==> src/rtl/nd_nto1.sv <==
// N-to-1 four-phase handshake concentrator: arbitrates NCH input channels into
// a message FIFO and drains it through a single four-phase output port.
module nd_nto1 #(
  parameter int NCH  = 4,
  parameter int FSZ  = 4,
  parameter int ASZ  = 6,
  parameter int DSZ  = 4,
  parameter int RSZ  = 4,
  parameter int PRIO = 0,
  localparam int MSZ = 2*ASZ + DSZ + RSZ,
  localparam int OSZ = $clog2(FSZ) + 1
) (
  input  logic               i_clk,
  input  logic               reset,
  output logic               ready,
  input  logic [NCH-1:0]     rcv_req,
  input  logic [NCH*MSZ-1:0] rcv_msg,
  output logic [NCH-1:0]     rcv_ack,
  output logic               snd_req,
  output logic [MSZ-1:0]     snd_msg,
  input  logic               snd_ack,
  output logic [OSZ-1:0]     occ
);

  // state    | meaning
  // IDLE     | waiting for a FIFO entry to present
  // REQ      | snd_req high, waiting for snd_ack
  // WAIT_LOW | snd_req dropped, waiting for snd_ack to fall
  typedef enum logic [1:0] {ST_IDLE, ST_REQ, ST_WAIT_LOW} state_t;

  localparam int AW = $clog2(FSZ);
  localparam int RW = $clog2(NCH);
  localparam int SW = RW + 1;
  localparam logic [OSZ-1:0] OCC_FULL = OSZ'(FSZ);
  localparam logic [OSZ-1:0] OCC_ONE  = OSZ'(1);
  localparam logic [AW-1:0]  PTR_ONE  = AW'(1);
  localparam logic [RW-1:0]  CH_LAST  = RW'(NCH-1);
  localparam logic [RW-1:0]  CH_ONE   = RW'(1);
  localparam logic [SW-1:0]  CH_NUM   = SW'(NCH);

  state_t             state_q, state_d;
  logic               ready_q, ready_d;
  logic [NCH-1:0]     ack_q, ack_d;
  logic               sreq_q, sreq_d;
  logic [MSZ-1:0]     smsg_q, smsg_d;
  logic [OSZ-1:0]     occ_q, occ_d;
  logic [AW-1:0]      wp_q, wp_d;
  logic [AW-1:0]      rp_q, rp_d;
  logic [RW-1:0]      rr_q, rr_d;
  logic [MSZ-1:0]     mem_q [FSZ];
  logic [MSZ-1:0]     mem_d [FSZ];

  logic [MSZ-1:0]     msg_ch [NCH];
  logic [NCH-1:0]     pending;
  logic [RW-1:0]      start;
  logic [SW-1:0]      sum;
  logic [RW-1:0]      cand;
  logic               found;
  logic [RW-1:0]      win;
  logic [MSZ-1:0]     win_msg;
  logic               push;
  logic               pop;

  // Arbitration: scan from the start index, wrapping modulo NCH.
  always_comb begin
    for (int k = 0; k < NCH; k++) begin
      msg_ch[k] = rcv_msg[k*MSZ +: MSZ];
    end
    pending = rcv_req & ~ack_q;
    start   = (PRIO != 0) ? '0 : rr_q;
    found   = 1'b0;
    win     = '0;
    win_msg = '0;
    sum     = '0;
    cand    = '0;
    for (int i = 0; i < NCH; i++) begin
      sum = {1'b0, start} + SW'(i);
      if (sum >= CH_NUM) sum = sum - CH_NUM;
      cand = sum[RW-1:0];
      if (!found && pending[cand]) begin
        found   = 1'b1;
        win     = cand;
        win_msg = msg_ch[cand];
      end
    end
  end

  // Output stage FSM; full/empty both judged on start-of-cycle occupancy.
  always_comb begin
    state_d = state_q;
    sreq_d  = sreq_q;
    smsg_d  = smsg_q;
    pop     = 1'b0;
    case (state_q)
      ST_IDLE: begin
        if (ready_q && (occ_q != '0)) begin
          pop     = 1'b1;
          smsg_d  = mem_q[rp_q];
          sreq_d  = 1'b1;
          state_d = ST_REQ;
        end
      end
      ST_REQ: begin
        if (snd_ack) begin
          sreq_d  = 1'b0;
          state_d = ST_WAIT_LOW;
        end
      end
      ST_WAIT_LOW: begin
        if (!snd_ack) state_d = ST_IDLE;
      end
      default: state_d = ST_IDLE;
    endcase

    push    = ready_q && (occ_q != OCC_FULL) && found;
    ready_d = 1'b1;

    mem_d = mem_q;
    if (push) mem_d[wp_q] = win_msg;
    wp_d = push ? wp_q + PTR_ONE : wp_q;
    rp_d = pop  ? rp_q + PTR_ONE : rp_q;

    occ_d = occ_q;
    if (push && !pop)      occ_d = occ_q + OCC_ONE;
    else if (!push && pop) occ_d = occ_q - OCC_ONE;

    rr_d = rr_q;
    if (push && (PRIO == 0)) rr_d = (win == CH_LAST) ? '0 : win + CH_ONE;

    // An ack drops once its request has been seen low.
    ack_d = ack_q & rcv_req;
    if (push) ack_d[win] = 1'b1;

    if (!ready_q) begin
      state_d = ST_IDLE;
      sreq_d  = 1'b0;
      smsg_d  = '0;
      occ_d   = '0;
      wp_d    = '0;
      rp_d    = '0;
      rr_d    = '0;
      ack_d   = '0;
    end
  end

  always_ff @(posedge i_clk) begin
    if (reset) begin
      state_q <= ST_IDLE;
      ready_q <= 1'b0;
      ack_q   <= '0;
      sreq_q  <= 1'b0;
      smsg_q  <= '0;
      occ_q   <= '0;
      wp_q    <= '0;
      rp_q    <= '0;
      rr_q    <= '0;
    end else begin
      state_q <= state_d;
      ready_q <= ready_d;
      ack_q   <= ack_d;
      sreq_q  <= sreq_d;
      smsg_q  <= smsg_d;
      occ_q   <= occ_d;
      wp_q    <= wp_d;
      rp_q    <= rp_d;
      rr_q    <= rr_d;
    end
  end

  always_ff @(posedge i_clk) begin
    if (!reset) mem_q <= mem_d;
  end

  assign ready   = ready_q;
  assign rcv_ack = ack_q;
  assign snd_req = sreq_q;
  assign snd_msg = smsg_q;
  assign occ     = occ_q;

endmodule

==> config.mk <==
export PLATFORM = sky130hd
export DESIGN_NAME = nd_nto1
export DESIGN_NICKNAME = d
export VERILOG_FILES = /design/src/rtl/nd_nto1.sv
export SDC_FILE = /design/constraint.sdc
export NUM_CORES = 1
export LEC_CHECK = 0
export CAP_MARGIN = 20
export CORE_MARGIN = 2
export CORE_UTILIZATION = 25
export CTS_CLUSTER_DIAMETER = 150
export DETAILED_ROUTE_END_ITERATION = 16
export DONT_BUFFER_PORTS = 1
export GPL_ROUTABILITY_DRIVEN = 0
export MAX_ROUTING_LAYER = met4
export PLACE_DENSITY_LB_ADDON = 0.3
export SETUP_SLACK_MARGIN = 0.5
export SLEW_MARGIN = 20
export SYNTH_ARGS = -nofsm -noshare
export SYNTH_HDL_FRONTEND = slang
export SYNTH_SLANG_ARGS = --single-unit
==> constraint.sdc <==
create_clock -name i_clk -period 2.8 [get_ports i_clk]
set_input_delay 0.56 -clock i_clk [delete_from_list [all_inputs] [get_ports i_clk]]
set_output_delay 0.56 -clock i_clk [all_outputs]
set_load 0.005 [all_outputs]
==> run summary, run 1 <==
The run finished with clean final reports. The detailed-routing wirelength on met1 came out at 8970 um. The post-synthesis average cell area came out at between 10 and 15 um2. In this run, distinct cell masters in the synthesized netlist total 46. The count of buffers inserted at the top-level ports is 0. The synthesized design spends more area on one cell type than any other, namely sky130_fd_sc_hd__edfxtp_1. STA classifies the critical path startpoint as a flop. The number of warnings reported in the yosys synthesis log came out at 0. For the pin with the worst max-slew slack, the measured transition is 0.595 ns.

The power spent charging and discharging nets came out at around 1.3 mW. The max-slew violation total from the final report came out at 0. The root buffer cell is sky130_fd_sc_hd__clkbuf_16.

Across all setup checks in the final design, the least slack found is approximately 0.6 ns. By startpoint and endpoint, the worst setup path is classified as flop to flop. The depth of the CTS H-tree is 4. The number of diodes came out at 0. The overall power came out at 4.97 mW. The number of instances in the synthesized netlist came out at 645. The final routed wirelength across all metal layers is between 20,000 and 25,000 um. The total power density per cell area is around 600 mW/mm2. The path class of the tightest hold or removal check is primary input to flop. The share of the Yosys chip area taken by registers is 0.445. The clock sink total is 117. TritonCTS built the clock tree. The register share of total power is 0.405. The sequential cell area is 0.00315 mm2.

The source-to-sink clock delay at the later pin of the worst-skew pair came out at 0.42 ns. The number of iterations in the first detailed-routing pass is 7. The number of nets produced by synthesis is 742. The data arrival time at the worst-slack endpoint came out at 2.54 ns. Yosys attributes the largest share of cell area to sky130_fd_sc_hd__edfxtp_1 (34%), sky130_fd_sc_hd__dfxtp_1 (10%), sky130_fd_sc_hd__mux2i_1 (9.1%). The clock-pin transition on the worst setup and hold timing paths is 0.06 ns. The number of nets in the final layout is just over 700. After global routing the overflow that remains totals 0. The instance area after placement came out at 0.00750 mm2.

The largest net degree at the start of global routing came out at 81. The maximum clock frequency came out at 455 MHz. After synthesis, the share of flip-flops with an asynchronous set or reset is 0. The clock skew came out at between 0.007 and 0.008 ns. The uppermost signal routing layer after detailed routing is met4. The count of final hold-check violations is 0. The post-synth design cell area is between 0.007 and 0.008 mm2. The largest fanout on the critical path is 5.

The total CTS buffers came out at 17. The fraction of layout cells with a size suffix above 1 came out at 0.182. The setup slack after placement came out at 0.389 ns. The relative area change from synthesis to final layout is 15.0%.

The initial antenna violation count is 0. Using the TritonRoute via totals, the vias-per-cell ratio works out to 5.16. The area of the die came out at between 0.02 and 0.03 mm2. The number of remaining DRC errors is 0. The share of total power dissipated in combinational logic is 0.154.

The total of max-cap violations is 0. The area of the multi-input gates came out at 0.00364 mm2. The violation count after the first detailed-routing iteration came out at 445. STA classifies the critical path endpoint as a flop. The post-route fraction of the period consumed by the critical path came out at 0.785. The worst path required time came out at 3.14 ns. The routed design uses around 9000 um of met2 wire.

Summed over all nets, wire length on met3 after detailed routing comes to approximately 1700 um. The die is 172 um wide. The fraction of post-synthesis cell area in the top cell type by area came out at 0.340. Headroom to the max-slew limit came out at 0.603.

After synthesis the netlist holds a flip-flop and latch count of 117. The effective utilization at floorplan is 0.254. The number of setup violations in the final report is 0.

The number of placement rows came out at 61. The overall via count from detail_route is 5,268. The leading register cell type out of synthesis is sky130_fd_sc_hd__edfxtp_1. The via count of the first global-routing pass came out at roughly 5,100.

The internal power came out at 3.68 mW. The count of flip-flops with a built-in enable after synthesis came out at 80. Summing all non-filler instances in the final layout gives an area of between 0.008 and 0.009 mm2. The leakage component of the power came out at 2.47 nW. The clock share of power is 0.441. The number of I/O pins is approximately 120.

The clock period minus worst slack came out at 2.20 ns. Of the total power, the share spent switching nets is 0.259. The total global routing track utilization is 0.140. The maximum vdd drop is ~0.34 mV. The placeable core area is 0.0278 mm2. The number of buffers on the longest clock path came out at 2.

The global-route wire length before repair is 30,200 um. Setup repair after global routing could not meet its margin everywhere. Detailed placement finished with a half-perimeter wire length of between 10,000 and 15,000 um. The count of nets left with antenna violations once routing finished came out at 0. After routing, the total negative slack on setup checks comes to 0 ns. The number of fill cells is ~2,900. The die is between 150 and 200 um tall.

The routed length per instance is slightly below 20 um.
[per-stage QoR]
stage          hold slack, ns  std cells   util
2_1_floorplan           0.453        645      -
5_1_grt                 0.286       1021  0.293
3_3_place_gp            0.493        989  0.270
3_5_place_dp            0.494        989  0.270
4_1_cts                 0.284       1021  0.292
6_report                0.308       1021  0.293
[path summary, 6_finish.rpt]
kind         slack, ns  cells past startpoint         from           to
max               0.60                      9   rcv_ack[0]       occ[2]
min               0.31                      1        reset        ready
min reg2reg       0.49                      2  snd_msg[16]  snd_msg[16]
max reg2reg       0.60                      9   rcv_ack[0]       occ[2]
[area by class of cell]
| class | count | area share |
|---|---|---|
| clock buffers | 17 | 0.0523 |
| inverters | 9 | 0.00415 |
| flip-flops and latches | 117 | 0.387 |
| multi-input cells | 459 | 0.447 |
| repair buffers | 26 | 0.0295 |
| well taps | 378 | 0.0582 |
| clock inverters | 15 | 0.0217 |
[flip-flops by register name (all words and copies together) (netlist names)]
| name | cells |
|---|---|
| snd_req | 1 |
| state_q | 2 |
| mem_q | 80 |
| rp_q | 2 |
| occ | 3 |
| snd_msg | 20 |
| ready | 1 |
| rcv_ack | 4 |
| rr_q | 2 |
| wp_q | 2 |
[cell usage after synthesis (2+ instances only)]
| cell | instances |
|---|---|
| sky130_fd_sc_hd__o221ai_1 | 20 |
| sky130_fd_sc_hd__xor2_1 | 3 |
| sky130_fd_sc_hd__a21oi_1 | 63 |
| sky130_fd_sc_hd__clkbuf_1 | 24 |
| sky130_fd_sc_hd__xnor2_1 | 3 |
| sky130_fd_sc_hd__mux2_2 | 20 |
| sky130_fd_sc_hd__nor3_1 | 5 |
| sky130_fd_sc_hd__o21ai_0 | 40 |
| sky130_fd_sc_hd__ha_1 | 9 |
| sky130_fd_sc_hd__edfxtp_1 | 80 |
| sky130_fd_sc_hd__o21ai_1 | 2 |
| sky130_fd_sc_hd__a222oi_1 | 20 |
| sky130_fd_sc_hd__and2b_1 | 2 |
| sky130_fd_sc_hd__nand3_1 | 25 |
| sky130_fd_sc_hd__nand2b_1 | 4 |
| sky130_fd_sc_hd__mux4_2 | 20 |
| sky130_fd_sc_hd__a211oi_1 | 21 |
| sky130_fd_sc_hd__o311ai_1 | 2 |
| sky130_fd_sc_hd__inv_1 | 9 |
| sky130_fd_sc_hd__buf_2 | 24 |
| sky130_fd_sc_hd__and3_1 | 5 |
| sky130_fd_sc_hd__nor2b_1 | 23 |
| sky130_fd_sc_hd__mux2i_1 | 64 |
| sky130_fd_sc_hd__a221o_1 | 20 |
| sky130_fd_sc_hd__and2_1 | 2 |
| sky130_fd_sc_hd__buf_4 | 5 |
| sky130_fd_sc_hd__a22oi_1 | 5 |
| sky130_fd_sc_hd__buf_6 | 7 |
| sky130_fd_sc_hd__nand4_1 | 2 |
| sky130_fd_sc_hd__nor2_1 | 20 |
| sky130_fd_sc_hd__dfxtp_1 | 37 |
| sky130_fd_sc_hd__nand2_1 | 45 |
[cells in the final DEF (no fill, tap or decap), types with 4 or more instances in the layout]
| cell type | instances |
|---|---|
| sky130_fd_sc_hd__a211oi_1 | 21 |
| sky130_fd_sc_hd__a21oi_1 | 62 |
| sky130_fd_sc_hd__a221o_1 | 20 |
| sky130_fd_sc_hd__a222oi_1 | 20 |
| sky130_fd_sc_hd__a22oi_1 | 5 |
| sky130_fd_sc_hd__and3_1 | 5 |
| sky130_fd_sc_hd__buf_4 | 21 |
| sky130_fd_sc_hd__clkbuf_16 | 17 |
| sky130_fd_sc_hd__clkinvlp_4 | 4 |
| sky130_fd_sc_hd__dfxtp_1 | 35 |
| sky130_fd_sc_hd__edfxtp_1 | 80 |
| sky130_fd_sc_hd__ha_1 | 8 |
| sky130_fd_sc_hd__inv_1 | 9 |
| sky130_fd_sc_hd__inv_6 | 4 |
| sky130_fd_sc_hd__mux2_2 | 20 |
| sky130_fd_sc_hd__mux2i_1 | 63 |
| sky130_fd_sc_hd__mux4_2 | 20 |
| sky130_fd_sc_hd__nand2_1 | 45 |
| sky130_fd_sc_hd__nand3_1 | 25 |
| sky130_fd_sc_hd__nor2_1 | 20 |
| sky130_fd_sc_hd__nor2b_1 | 22 |
| sky130_fd_sc_hd__o21ai_0 | 40 |
| sky130_fd_sc_hd__o221ai_1 | 20 |
[metal layers]
| layer | vias up | GRT usage |
|---|---|---|
| met5 | - | - |
| li1 | 2514 | - |
| met2 | 198 | 0.209 |
| met3 | 18 | 0.0444 |
| met4 | 0 | 0.0420 |
| met1 | 2538 | 0.182 |
[cell families (layout without fill, tap and decap cells)]
family                     Yosys count  in the layout  synth area share
adders and majority gates           10             10            0.0188
xor gates and xnor gates             6              6           0.00743
and+or+nand+nor                    140            140            0.0975
muxes                              104            104             0.186
AOI/OAI and AO/OA                  199            199             0.195
DFF                                117            117             0.445
buffers and inverters               69             67            0.0510
[repair_timing]
action,in CTS,in global routing
setup endpoints to repair,1,36
buffers inserted,0,0
hold buffers,0,0
resized for setup,1,6
[power by group through the flow]
stage               Sequential, mW  Clock, mW  Combinational [mW]
finish                        2.01       2.19               0.764
global route                  2.02       2.31               0.853
CTS                           2.02       2.23               0.766
detailed placement            2.05          0               0.762
global placement              2.05          0               0.755
floorplan                     2.02          0               0.602
[worst max-delay path, cell delays in order (launching register included)]
cell                       delay, ns
sky130_fd_sc_hd__dfxtp_1        0.39
sky130_fd_sc_hd__nand2b_1       0.26
sky130_fd_sc_hd__nand4_1        0.14
sky130_fd_sc_hd__and3_1         0.23
sky130_fd_sc_hd__ha_4           0.15
sky130_fd_sc_hd__inv_1          0.04
sky130_fd_sc_hd__fa_2           0.33
sky130_fd_sc_hd__xor2_1         0.15
sky130_fd_sc_hd__or3_1          0.31
sky130_fd_sc_hd__a21oi_1        0.12
No activity file was read; power rests on OpenSTA's default activity.
==> inputs of run 2 (changes only) <==
- clock period: 2.8 -> 2.15 ns (I/O delays scaled with it)
==> run 2 against run 1 <==
Effect of this change: wire length grew 21%; critical path depth shrank 2; power grew 41%; register-to-register slack lost 0.46 ns; fmax grew 9.3%; critical endpoint is now mem_q[72]; setup slack lost 0.46 ns; sequential cell count is the same; clock power grew 33%; via count grew 9.7%; combinational power grew 91%.
==> run summary, run 2 (synthesis gave the netlist of run 1 again) <==
The post-route fraction of the period consumed by the critical path is 0.935 (+0.150). The number of placement rows is 61 (unchanged). The clock period minus worst slack is 2.01 ns (-0.188 ns). The clock share of power is 0.418 (-0.023). The max-slew violation total from the final report came out at 0 (unchanged). The vertical extent of the die was 172 um (unchanged). The logic gate share of total power came to 0.208 (+0.054). The total of max-cap violations came out at 0 (unchanged). The switching share of power came out at 0.263 (+0.00408).

The effective utilization at floorplan is 0.254 (unchanged). The setup slack of the worst register-to-register path came to 0.14 ns (-0.46 ns). The total CTS buffers came out at 17 (unchanged). The overall via count from detail_route came out at 5,781 (+9.7%). The mean number of vias per cell was 5.32 (+3.2%).

The leading cell type in the layout, fill and taps excluded is sky130_fd_sc_hd__edfxtp_1. The total congestion overflow came to 0 (unchanged). The overall power came to 7.00 mW (+41%). The power spent charging and discharging nets is 1.84 mW (+43%). The startpoint type of the worst setup path is a flop. The source-to-sink clock delay at the later pin of the worst-skew pair is 0.41 ns (about the same). The largest net degree at the start of global routing came out at 81 (unchanged).

The worst register-to-register path ends at mem_q[72]. The total negative slack is 0 ns (unchanged). The maximum clock frequency was 497 MHz (+9.3%).

The total power density per cell area came out at 739 mW/mm2 (+21%). The maximum vdd drop is 0.579 mV (+71%). Setup repair after global routing could not meet its margin everywhere. The non-filler instance count after layout is 1,086 (+6.4%). The clock skew is 0.00668 ns (-0.000989 ns). The count of buffers inserted at the top-level ports is 0 (unchanged).

The internal power came out at 5.16 mW (+40%). The violation count after the first detailed-routing iteration came out at 572 (+29%). The min-delay analysis places its worst path in the category primary input to flop.

The critical path capture point type is a flop. The fraction of layout cells with a size suffix above 1 is 0.345 (+0.163). The final routed wirelength across all metal layers came to 24,300 um (+21%).

The global-route wire length before repair is 33,900 um (+12%). The number of fill cells came to 2,709 (-5.7%). TritonCTS built the clock tree. The leakage component of the power is 3.06 nW (+24%). The via count of the first global-routing pass came out at 5,534 (+9.0%). The register share of total power came out at 0.374 (-0.031). The residual antenna-violating net count after detailed routing is 0 (unchanged). The end point of the worst hold path is rcv_ack[2].

The number of setup violations in the final report is 0 (unchanged). The count of final hold-check violations came to 0 (unchanged). The number of I/O pins came out at 116 (unchanged). The number of diodes came to 0 (unchanged).

The total global routing track utilization was 0.158 (+0.0178). The slew at the pin closest to its max-slew limit is 0.544 ns (-0.0509 ns). The number of buffers on the longest clock path is 2 (unchanged).

The initial antenna violation count is 0 (unchanged). The worst hold path begins at rcv_req[2]. The root buffer cell is sky130_fd_sc_hd__clkbuf_16. The die extent in x is 172 um (unchanged). The placeable core area came to 0.0278 mm2 (unchanged).

The design area is 0.00947 mm2 (+16%). Counting flops per register, the top entry is mem_q. The clock sink total came to 117 (unchanged). The worst path required time is 2.27 ns (-0.87 ns). The largest fanout on the critical path is 5 (unchanged). The worst register-to-register path begins at rcv_ack[0].

The final core area utilization came out at 0.341 (+0.0482). The flip-flop count of the largest register, all copies and words added came out at 80 (unchanged). The normalized max-slew margin came to 0.637 (+0.0335). The routed length per instance is 22.4 um (+14%). The cell depth of the worst hold path came to 2 (+1). The area of the die is 0.0296 mm2 (unchanged). The number of iterations in the first detailed-routing pass is 7 (unchanged). The cell depth of the worst flop-to-flop path is 7 (-2). The number of remaining DRC errors is 0 (unchanged). The relative area change from synthesis to final layout came out at 34.0%.

The data arrival time at the worst-slack endpoint is 2.13 ns (-0.41 ns). The total placed cells including tap cells is 1,008 (+1.9%). The type of the worst setup path is flop to flop. The instance area after placement came to 0.00782 mm2 (+4.2%).

The depth of the CTS H-tree was 4 (unchanged). The half-perimeter wire length after detailed placement came out at 13,900 um (+1.4%). In the layout the commonest cells are sky130_fd_sc_hd__edfxtp_1 (80), sky130_fd_sc_hd__a21oi_1 (62), sky130_fd_sc_hd__mux2i_1 (59). The number of nets in the final layout came out at 792 (+8.9%). The clock-pin transition on the worst setup and hold timing paths is 0.05 ns (about the same).

The flow ran to the end, and the final reports show no timing, DRC or antenna violations.
-- run 2: cell types whose count changed in the layout (fill, tap and decap cells not counted), moves of 6 or more --
cell | previous run | this run
sky130_fd_sc_hd__o21ai_0 | 40 | 12
sky130_fd_sc_hd__buf_4 | 21 | 43
sky130_fd_sc_hd__dfxtp_1 | 35 | 27
sky130_fd_sc_hd__dfxtp_2 | 1 | 7
sky130_fd_sc_hd__buf_12 | 3 | 15
sky130_fd_sc_hd__buf_6 | 2 | 11
sky130_fd_sc_hd__clkbuf_16 | 17 | 27
sky130_fd_sc_hd__o21ai_1 | 2 | 27
sky130_fd_sc_hd__nand3_2 | 1 | 19
sky130_fd_sc_hd__and3_4 | 0 | 14
sky130_fd_sc_hd__nand3_1 | 25 | 6
-- run 2: metal layers --
| layer | wire length [um] | GRT usage | vias to the layer above |
|---|---|---|---|
| li1 | - | - | 2682 |
| met1 | 10400 | 0.203 | 2840 |
| met2 | 11800 | 0.246 | 231 |
| met3 | 1820 | 0.0396 | 28 |
| met4 | 372 | 0.0471 | 0 |
| met5 | 0 | - | - |
-- run 2: how the worst max path moves through the flow --
stage               startpoint         to  slack, ns
finish              rcv_ack[0]  mem_q[72]       0.14
global route        rcv_ack[3]     occ[2]        0.1
CTS                 rcv_ack[3]  mem_q[73]       0.21
detailed placement  rcv_req[1]     occ[2]       0.13
global placement       rr_q[1]  mem_q[72]       0.14
floorplan           rcv_req[1]     occ[2]      -0.01
-- run 2: layout make-up --
class                   instances  area (um2)  share of cell area
flip-flops and latches        117        3160               0.334
well taps                     378         473              0.0499
multi-input cells             468        4090               0.431
repair buffers                 82        1090               0.115
clock inverters                 9         110              0.0116
clock buffers                  23         512              0.0540
inverters                       9        36.3             0.00383
-- run 2: per-stage QoR --
stage | hold slack (ns) | worst slack (ns)
6_report | 0.173 | 0.139
2_1_floorplan | 0.453 | -0.0116
3_5_place_dp | 0.496 | 0.135
3_3_place_gp | 0.493 | 0.140
5_1_grt | 0.180 | 0.0988
4_1_cts | 0.159 | 0.210
-- run 2: timing repair --
item	in CTS	in global routing
hold buffers	0	0
gates cloned	10	12
endpoints found under the setup margin	167	168
pin swaps	23	25
gates resized for setup	68	40
buffers inserted	18	6
endpoints found under the hold margin	0	0
-- run 2: worst max-delay path, stage by stage (launching register included) --
cell	delay [ns]
sky130_fd_sc_hd__dfxtp_4	0.36
sky130_fd_sc_hd__nand2b_4	0.15
sky130_fd_sc_hd__buf_6	0.13
sky130_fd_sc_hd__nand4_1	0.14
sky130_fd_sc_hd__a21oi_4	0.12
sky130_fd_sc_hd__buf_12	0.16
sky130_fd_sc_hd__a222oi_1	0.44
sky130_fd_sc_hd__o311ai_4	0.21
-- run 2: power by group through the flow --
stage	logic [mW]	registers, mW	clock network (mW)
after floorplan	0.820	2.64	0
after global placement	1.10	2.66	0
after detailed placement	1.11	2.66	0
after CTS	1.33	2.61	2.96
after global routing	1.57	2.62	3.07
final	1.46	2.61	2.92
